--- src/rtl/t_sel_arb.sv ---
// rtl/t_sel_arb.sv - three-source one-hot select arbiter with registered output beat
// Define FB_SEL_ARB_FIXPRI_EN for fixed priority 00 > 01 > 11 instead of round-robin.
module t_sel_arb #(
  parameter int DW = 32
) (
  input  logic          clk,
  input  logic          rst,
  input  logic          req00,
  input  logic          req01,
  input  logic          req11,
  input  logic [DW-1:0] d00,
  input  logic [DW-1:0] d01,
  input  logic [DW-1:0] d11,
  output logic          gnt00,
  output logic          gnt01,
  output logic          gnt11,
  output logic          out_valid,
  output logic [2:0]    out_sel,
  output logic [DW-1:0] out_data,
  input  logic          out_ready
);

  logic [2:0]    req_v;
  logic [2:0]    gnt_v;
  logic          load;
  logic          out_valid_q, out_valid_d;
  logic [2:0]    out_sel_q, out_sel_d;
  logic [DW-1:0] out_data_q, out_data_d;

  assign req_v = {req11, req01, req00};
  assign load  = ~out_valid_q | out_ready;

`ifdef FB_SEL_ARB_FIXPRI_EN
  always_comb begin
    gnt_v = 3'b000;
    if (!rst && load) begin
      if (req_v[0])      gnt_v = 3'b001;
      else if (req_v[1]) gnt_v = 3'b010;
      else if (req_v[2]) gnt_v = 3'b100;
    end
  end
`else
  // Pointer holds the slot index (0=00, 1=01, 2=11) that is searched first.
  logic [1:0] ptr_q, ptr_d;

  always_comb begin
    gnt_v = 3'b000;
    if (!rst && load) begin
      case (ptr_q)
        2'd1: begin
          if (req_v[1])      gnt_v = 3'b010;
          else if (req_v[2]) gnt_v = 3'b100;
          else if (req_v[0]) gnt_v = 3'b001;
        end
        2'd2: begin
          if (req_v[2])      gnt_v = 3'b100;
          else if (req_v[0]) gnt_v = 3'b001;
          else if (req_v[1]) gnt_v = 3'b010;
        end
        default: begin
          if (req_v[0])      gnt_v = 3'b001;
          else if (req_v[1]) gnt_v = 3'b010;
          else if (req_v[2]) gnt_v = 3'b100;
        end
      endcase
    end
  end

  always_comb begin
    ptr_d = ptr_q;
    if (gnt_v[0])      ptr_d = 2'd1;
    else if (gnt_v[1]) ptr_d = 2'd2;
    else if (gnt_v[2]) ptr_d = 2'd0;
  end

  always_ff @(posedge clk) begin
    if (rst) ptr_q <= 2'd0;
    else     ptr_q <= ptr_d;
  end
`endif

  always_comb begin
    out_valid_d = out_valid_q;
    out_sel_d   = out_sel_q;
    out_data_d  = out_data_q;
    if (load) begin
      if (|gnt_v) begin
        out_valid_d = 1'b1;
        out_sel_d   = gnt_v;
        if (gnt_v[0])      out_data_d = d00;
        else if (gnt_v[1]) out_data_d = d01;
        else               out_data_d = d11;
      end else begin
        // Empty or drained with nothing to refill: data is left as-is.
        out_valid_d = 1'b0;
        out_sel_d   = 3'b000;
      end
    end
  end

  always_ff @(posedge clk) begin
    if (rst) begin
      out_valid_q <= 1'b0;
      out_sel_q   <= 3'b000;
      out_data_q  <= '0;
    end else begin
      out_valid_q <= out_valid_d;
      out_sel_q   <= out_sel_d;
      out_data_q  <= out_data_d;
    end
  end

  assign gnt00     = gnt_v[0];
  assign gnt01     = gnt_v[1];
  assign gnt11     = gnt_v[2];
  assign out_valid = out_valid_q;
  assign out_sel   = out_sel_q;
  assign out_data  = out_data_q;

endmodule

--- config.mk ---
export PLATFORM = sky130hd
export DESIGN_NAME = t_sel_arb
export DESIGN_NICKNAME = d
export VERILOG_FILES = /design/src/rtl/t_sel_arb.sv
export SDC_FILE = /design/constraint.sdc
export NUM_CORES = 1
export LEC_CHECK = 0
export CAP_MARGIN = 20
export CORE_MARGIN = 4
export CORE_UTILIZATION = 31
export CTS_CLUSTER_DIAMETER = 40
export DETAILED_ROUTE_END_ITERATION = 8
export HOLD_SLACK_MARGIN = 0.06
export PLACE_DENSITY = 0.76
export SLEW_MARGIN = 20
export SYNTH_ARGS = -nofsm -noshare
export SYNTH_HDL_FRONTEND = slang
export SYNTH_SLANG_ARGS = --single-unit
export TNS_END_PERCENT = 50
--- constraint.sdc ---
create_clock -name clk -period 1.7 [get_ports clk]
set_input_delay 0.34 -clock clk [delete_from_list [all_inputs] [get_ports clk]]
set_output_delay 0.34 -clock clk [all_outputs]
set_load 0.03 [all_outputs]
==> impl_metrics.ini <==
[pwr]
p_int_mw = 2.074
power.share.sequential_pct = 34.6
ir_worst_vdd_v = 0.0004864
pwr-share-clk_pct = 20.4
p_leak_nw = 1.640
p_comb_share_pct = 45.0
sw_frac_of_total_pct = 34.83
p_sw_mw = 1.109
cellPowerDensity_nw_per_um2 = 813.4

[die]
initial_utilization_pct = 32.39
row_count = 28
dieArea_um2 = 7590
die_w_um = 87.12
core_area_um2 = 5991
die_h_um = 87.12
pin_count = 141

[clock_tree]
insertion_delay_ps = 280
cts_sinks = 38
clock_tree.buffer_depth = 2
cts_tree = built
numCtsBuffers = 5
htree_levels = 2
path_clk_slew_ps = 70
cts_root_buf = clkbuf_8

[route]
drt-initial-drc-count = 118
routedWlPerCell_um = 15.14
routed_wl_um = 7477
vias_per_cell = 4.982
route.vias.total = 2461
drc = 0
antenna_left = 0
drtPass1Iterations = 4

[synth]
synth.yosys.seq_area_share_pct = 39.20
syn_inst = 258
synth_most_common_cell = nor2_1
synth_nets = 362
synth_seq_cells = 38
synth_edf_count = 0
yosysWarnings = 0
synth_top_area_share_pct = 39.20
synth.largest_area_cell = dfxtp_1
avgSynthCellArea_um2 = 7.522
ys.flop_type = dfxtp_1
synth.distinct_cells = 22
synthTopCellsByArea = dfxtp_1 39%, nor2_1 20%, o41ai_1 10%, o41ai_2 7.5%, nand2_1 6.8%
synthTopCellsByCount = 104 x nor2_1, 38 x dfxtp_1, 35 x nand2_1
syn_area_um2 = 1941
ys_async_sr_fraction_pct = 0

[placed_design]
dp.cells = 479
gp_congestion = 0.7718
port_buffers = 140
dpl.hpwl_um = 5616

[global_routing]
grt_max_degree = 23
grt_first_pass_wirelength_um = 11670
grt_pass1_vias = 2576
grt_usage_pct = 19.07
antenna_found_initial = 0
grt.overflow.total = 0

[critical_path]
worstPathMaxFanout = 6
required_ps = 1360
startpoint = ptr_q[0]$_SDFFE_PP0P_
cp-start-kind = flip-flop
r2r_start = ptr_q[0]$_SDFFE_PP0P_
regToRegSetupSlack_ps = -220
rr_endpoint = out_data[29]$_SDFFE_PP0P_
crit_end = gnt00
end_kind = output port
crit_arrival_ps = 1650
r2r_cells = 10
worstSetupPathType = flip-flop to output port
max_stage_delay_ps = 340
worstPathCellList = inv_2 > ha_4 > nand2b_4 > o311ai_4 > buf_4 > nor3_4 > buf_6
crit_slowest_cell = dfxtp_2

[sta]
worst_pin_slew_ps = 347.2
setup-violations-final = 36
min_period_over_period_pct = 117.2
drv_slew = 0
fin_crit_ps = 1993
finClkSkew_ps = 8.129
rsz0062_at_grt = yes
hold_violations = 0
finalWorstSetupSlack_ps = -292.8
slew_headroom_pct = 76.82
fmax_mhz = 501.8

[final_layout]
n_antenna_cell = 0
final_core_util_pct = 65.31
instances_no_fill = 494
finalNetCount = 522
n_fill_cell = 513
drive_gt1_share_pct = 19.57
area_growth_pct = 101.6

[run]
maxCapViolCount = 0

[status]
violations = negative setup slack
status = finished with violations

[worst_hold_path]
hold_path.class = flip-flop to flip-flop
## how the worst min path moves through the flow
stage,from,cells after the start,slack (ps),to
floorplan,req01,2,490,out_sel[1]$_SDFFE_PP0N_
global route,out_data[21]$_SDFFE_PP0P_,2,470,out_data[21]$_SDFFE_PP0P_
finish,out_data[9]$_SDFFE_PP0P_,2,450,out_data[9]$_SDFFE_PP0P_
CTS,out_data[21]$_SDFFE_PP0P_,2,460,out_data[21]$_SDFFE_PP0P_
global placement,out_data[21]$_SDFFE_PP0P_,2,430,out_data[21]$_SDFFE_PP0P_
detailed placement,out_data[21]$_SDFFE_PP0P_,2,440,out_data[21]$_SDFFE_PP0P_
## sequential cells by signal (all words and copies together), names as in the netlist
register / cells
out_data: 32
out_sel: 3
out_valid: 1
ptr_q: 2
## final cells by class
type	count	area, µm²	area share [%]
sequential	38	765.7	19.57
clock inverter	2	12.51	0.3198
multi-input combinational	198	1231	31.47
inverter	5	18.77	0.4797
timing repair buffer	170	1708	43.65
tap	75	93.84	2.398
clock buffer	6	82.58	2.111
## kinds of logic (layout without fill, tap and decap cells)
kind of cell               after synthesis  in the layout  share of synthesized area [%]
DFF                                     38             38                          39.20
and+or+nand+nor                        151            151                          30.75
AOI/OAI and AO/OA                       45             45                          22.95
adders and majority gates                2              2                          1.289
buffers and inverters                   22            183                          5.803
## timing repair
item                                   in CTS  in global routing
pin swaps                                   5                  0
setup buffers                               7                  0
endpoints found under the hold margin       0                  0
gates resized for setup                    20                  7
setup endpoints to repair                  36                 42
hold buffers                                0                  0
## worst max-delay path: cells and delay by family (launching register included)
kind	cells	cell delay, ps
buf+inv	3	370
flops	1	340
fa+ha+maj	1	290
simple gates	2	280
compound gates	1	100
## cells in the final DEF, fill, tap and decap left out, drive strengths merged, types with 4 or more instances in the layout
| cell type | Yosys | routed |
|---|---|---|
| nand2b | 4 | 4 |
| a21oi | 9 | 9 |
| buf | 12 | 33 |
| inv | 5 | 5 |
| nor2 | 104 | 104 |
| clkbuf | 5 | 6 |
| nand2 | 35 | 35 |
| dfxtp | 38 | 38 |
| o41ai | 32 | 32 |
| dlymetal6s2s | 0 | 4 |
| clkdlybuf4s50 | 0 | 131 |
## metrics by stage
stage / TNS [ps] / setup WS, ps / cell area, µm² / power (mW) / hold slack, ps
after floorplan: -3839 / -139.4 / 2057 / 1.802 / 491.9
after global placement: -14800 / -416.8 / 3651 / 2.460 / 427.5
after detailed placement: -15940 / -486.4 / 3651 / 2.482 / 437.1
after CTS: -6885 / -305.3 / 3885 / 3.216 / 456.8
after global routing: -11350 / -404.5 / 3913 / 3.361 / 474.4
final: -6902 / -292.8 / 3913 / 3.183 / 451.5
## power groups by stage
stage               clock, mW  combinational [mW]  sequential (mW)
global placement            0                1.34             1.12
detailed placement          0                1.36             1.13
finish                  0.649                1.43             1.10
CTS                     0.677                1.44             1.10
global route            0.718                1.53             1.12
floorplan                   0               0.415             1.39
## metal layers
layer / share of wire (%) / routed length, µm / track usage [%] / up-vias
li1: - / - / - / 1200
met1: 41 / 3066 / 21.59 / 1157
met2: 49 / 3647 / 34.99 / 100
met3: 9.5 / 712 / 5.866 / 4
met4: 0.67 / 50 / 4.045 / 0
met5: 0 / 0 / 0 / -
Power figures use the tool's default switching activity.
==> patch 1 (config.mk and constraints unchanged) <==
Build with the macro `FB_SEL_ARB_FIXPRI_EN` defined.
--- a/src/rtl/t_sel_arb.sv
+++ b/src/rtl/t_sel_arb.sv
@@ -2,2 +2,4 @@
 // Define FB_SEL_ARB_FIXPRI_EN for fixed priority 00 > 01 > 11 instead of round-robin.
+`define FB_SEL_ARB_FIXPRI_EN
+
 module t_sel_arb #(
Behaviour: not the same (a bounded check fails within 4 cycles, from zero or initial values and one cycle with rst high).
==> patch 1 against the original RTL <==
  * Hold slack better by 11 ps
  * Power down 18%
  * Routed wire length up 5.1%
  * Fmax up 18%
  * Worst setup slack better by 310 ps
  * Sequential cell count down 2
  * Synthesized cell count up 10%
  * Critical path depth down 2
  * Final area down 2.1%
  * Synthesized area up 13%
  * Critical path type is now in2out
  * Critical endpoint is now gnt11
  * Largest cell class unchanged
  * Largest power group unchanged
  * Highest routed layer unchanged
==> patch 1: results (changes against the original RTL) <==
[outcome]
status = finished clean

[synth]
synth_nets = 386  ; +6.6%
yosysSeqAreaShare = 0.328  ; -0.0638
synth-compound-area-share = 0.403  ; +0.173
ys_types = 21  ; -4.5%
synthTopCellsByCount = a21oi_1, dfxtp_1, nor3_1
synth-adder-area-share = 0  ; -0.0129

[global_route]
grt_use_met3 = 0.0582  ; -0.000412
grt_pass1_wl_um = 12300  ; +5.1%

[sta]
fin_skew_ps = 7.17  ; -0.959 ps
tns_ps = 0  ; +6900 ps
whs_ps = 463  ; +11.2 ps

[power]
powerDensity_nw_per_um2 = 685  ; -16%
vdd.ir_drop.worst_mv = 0.304  ; -37%

[setup_path]
r2r-end = out_data[26]
critical_path_arrival_ps = 1340  ; -310 ps
cpPeakStageDelay_ps = 500  ; +160 ps

[place]
gp_congestion = 0.774  ; +0.27%
place_ws_ps = -387  ; +99.6 ps
placed_area_um2 = 3670  ; +0.65%

[worst_hold_path]
holdPathEnd = out_sel[2]
min-delay-start = out_sel[2]

[detailed_routing]
wl_met3_um = 710  ; -0.28%
drt_wl_total_um = 7860  ; +5.1%
wl_met2_um = 3760  ; +3.1%

[cells_and_area]
layout-drive-gt1-share = 0.161  ; -0.0350
fillers = 650  ; +27%

## patch 1: cell count changes after synthesis, moves of 7 or more
cell and delta:
a21oi_2 +28, nor3_1 +32, a21oi_1 +30, inv_1 +28
nor2_1 -98, o41ai_1 -23, o41ai_2 -9, nand2_1 -33
o32ai_1 +32, clkbuf_1 +21, o21ai_0 +28, buf_2 -7
## patch 1: layout make-up
cell class                 count  area, um2  share of cell area
tap                           96        120              0.0314
multi-input combinational    180       1170               0.306
sequential                    36        721               0.188
timing repair buffer         159       1600               0.418
inverter                      34        128              0.0333
clock buffer                   8       90.1              0.0235
## patch 1: worst max-delay path by stage
stage / start / endpoint / depth (start not counted) / slack, ps
floorplan: out_valid / gnt00 / 4 / -170
global placement: req01 / gnt01 / 5 / -350
detailed placement: req01 / out_data[14] / 8 / -390
CTS: req00 / gnt11 / 7 / 20
global route: req00 / gnt11 / 7 / -3
finish: req11 / gnt11 / 5 / 20
==> patch 2 (config.mk and constraints unchanged) <==
Without the edit above. `out_data_q` no longer has a reset.
--- a/src/rtl/t_sel_arb.sv
+++ b/src/rtl/t_sel_arb.sv
@@ -104,3 +104,2 @@
       out_sel_q   <= 3'b000;
-      out_data_q  <= '0;
     end else begin
@@ -108,4 +107,7 @@
       out_sel_q   <= out_sel_d;
-      out_data_q  <= out_data_d;
     end
+  end
+
+  always_ff @(posedge clk) begin
+    out_data_q <= out_data_d;
   end
Check against the original RTL: differs if rst is asserted again (counterexample within 4 cycles, from zero or initial values and one cycle with rst high); with rst held inactive, the same outputs for 10 cycles.
==> patch 2 against the original RTL <==
  * The run still ends with negative setup slack left
  * Power rose by 34%
  * Sequential cell count did not move
  * Synthesized area is 16% higher
  * Sequential share of layout area is 4.5 points higher
  * Worst setup slack lost 130 ps
  * Global-route usage shrank 2.3 points
  * Final area rose by 15%
  * Routed wire length rose by 5.3%
  * Largest power group unchanged
==> patch 2: results (changes against the original RTL) <==
[detailed_routing]
vias_per_cell = 5.04  ; +1.1%
first_pass_iters = 4  ; unchanged
first_iter_violations = 136  ; +15%
drt_wl_total_um = 7870  ; +5.3%
vias = 2504  ; +1.7%

[setup_path]
cpPeakStageDelay_ps = 340  ; about the same
endpoint = gnt00
r2r-end = out_data[22]
path_max_fanout = 5  ; -1
crit_family = buffers and inverters
cp-end-kind = output port
r2r_setup_slack_ps = -370  ; -150 ps

[sta]
whs_ps = 468  ; +16.9 ps
fin_skew_ps = 2.80  ; -5.33 ps
postLayoutSetupSlackWorst_ps = -424  ; -131 ps
tightestPinTransition_ps = 376  ; +28.8 ps
finalSetupViolations = 71  ; +97%

[synth]
ys.flop_type = edfxtp_1
synth_edf_count = 32  ; +32
ys_types = 27  ; +23%
synthTopCellsByArea = edfxtp_1, or3b_1, a31oi_1
synth_async_sr_flop_share = 0  ; unchanged
synthCells = 226  ; -12%
yosysSeqAreaShare = 0.479  ; +0.0872
synthTopCellsByCount = a31oi_1, edfxtp_1, nor3_1, o21ai_0, or3b_1
synth_nets = 330  ; -8.8%

[cells_and_area]
fin_nets = 504  ; -3.4%
layout-drive-gt1-share = 0.212  ; +0.0163
fillers = 520  ; +1.4%

[power]
vdd.ir_drop.worst_mv = 0.435  ; -10%
pg_seq_mw = 1.32  ; +20%
leakage_nw = 1.66  ; +1.1%
comb_cell_power_mw = 2.38  ; +66%
switching_share = 0.342  ; -0.00663
powerClk_mw = 0.588  ; -9.4%

[outcome]
violations = negative setup slack
status = finished, violations left

[place]
gp_congestion = 0.772  ; about the same
dp_hpwl_um = 5480  ; -2.4%
place_inst = 463  ; -3.3%

[worst_hold_path]
holdPathEnd = out_sel[1]
min-delay-start = out_sel[1]
min_path_type = reg2reg

[global_route]
globalRouteTotalUtil = 0.168  ; -0.0231
grt_max_degree = 34  ; +48%
grt_pass1_vias = 2429  ; -5.7%
grt_pass1_wl_um = 11600  ; -0.82%

[clock_tree]
path_clk_slew_ps = 70  ; about the same
htreeDepth = 2  ; unchanged

[patch 2: layer usage]
layer / share of wire / up-vias / wire [um] / global-route usage
met5: 0 / - / 0 / 0
met4: 0.013 / 0 / 106 / 0.0501
met3: 0.085 / 8 / 667 / 0.0507
met2: 0.53 / 113 / 4210 / 0.306
met1: 0.37 / 1159 / 2890 / 0.186
li1: - / 1224 / - / -
[patch 2: repair_timing]
item,CTS,global route
cloned,3,3
gates resized for setup,22,19
pin swaps,26,24
buffers inserted,13,9
endpoints found under the setup margin,70,76
hold endpoints to repair,0,0
[patch 2: through the flow]
stage / area, um2 / TNS (ps) / utilization / worst slack, ps
after floorplan: 2320 / -11550 / - / -322
after global placement: 3980 / -25460 / 0.573 / -398
after detailed placement: 3980 / -29910 / 0.573 / -463
after CTS: 4330 / -19820 / 0.623 / -450
after global routing: 4510 / -24310 / 0.650 / -483
final: 4510 / -19010 / 0.650 / -424
[patch 2: kinds of logic (layout without fill, tap and decap cells)]
logic type / count (synthesis) / count (layout) / share of synthesized area
flip-flops: 38 / 38 / 0.479
adder cells (fa/ha/maj): 2 / 2 / 0.0111
AND/OR/NAND/NOR: 78 / 78 / 0.229
AO/OA/AOI/OAI: 75 / 75 / 0.203
buffers and inverters: 33 / 208 / 0.0776
[patch 2: area by class of cell]
| type | instances | area, um2 | area share |
|---|---|---|---|
| flip-flops and latches | 38 | 1090 | 0.241 |
| repair buffers | 192 | 2080 | 0.462 |
| clock buffers | 6 | 72.6 | 0.0161 |
| well taps | 96 | 120 | 0.0266 |
| inverters | 8 | 37.5 | 0.00831 |
| clock inverters | 2 | 8.76 | 0.00194 |
| multi-input cells | 155 | 1100 | 0.245 |
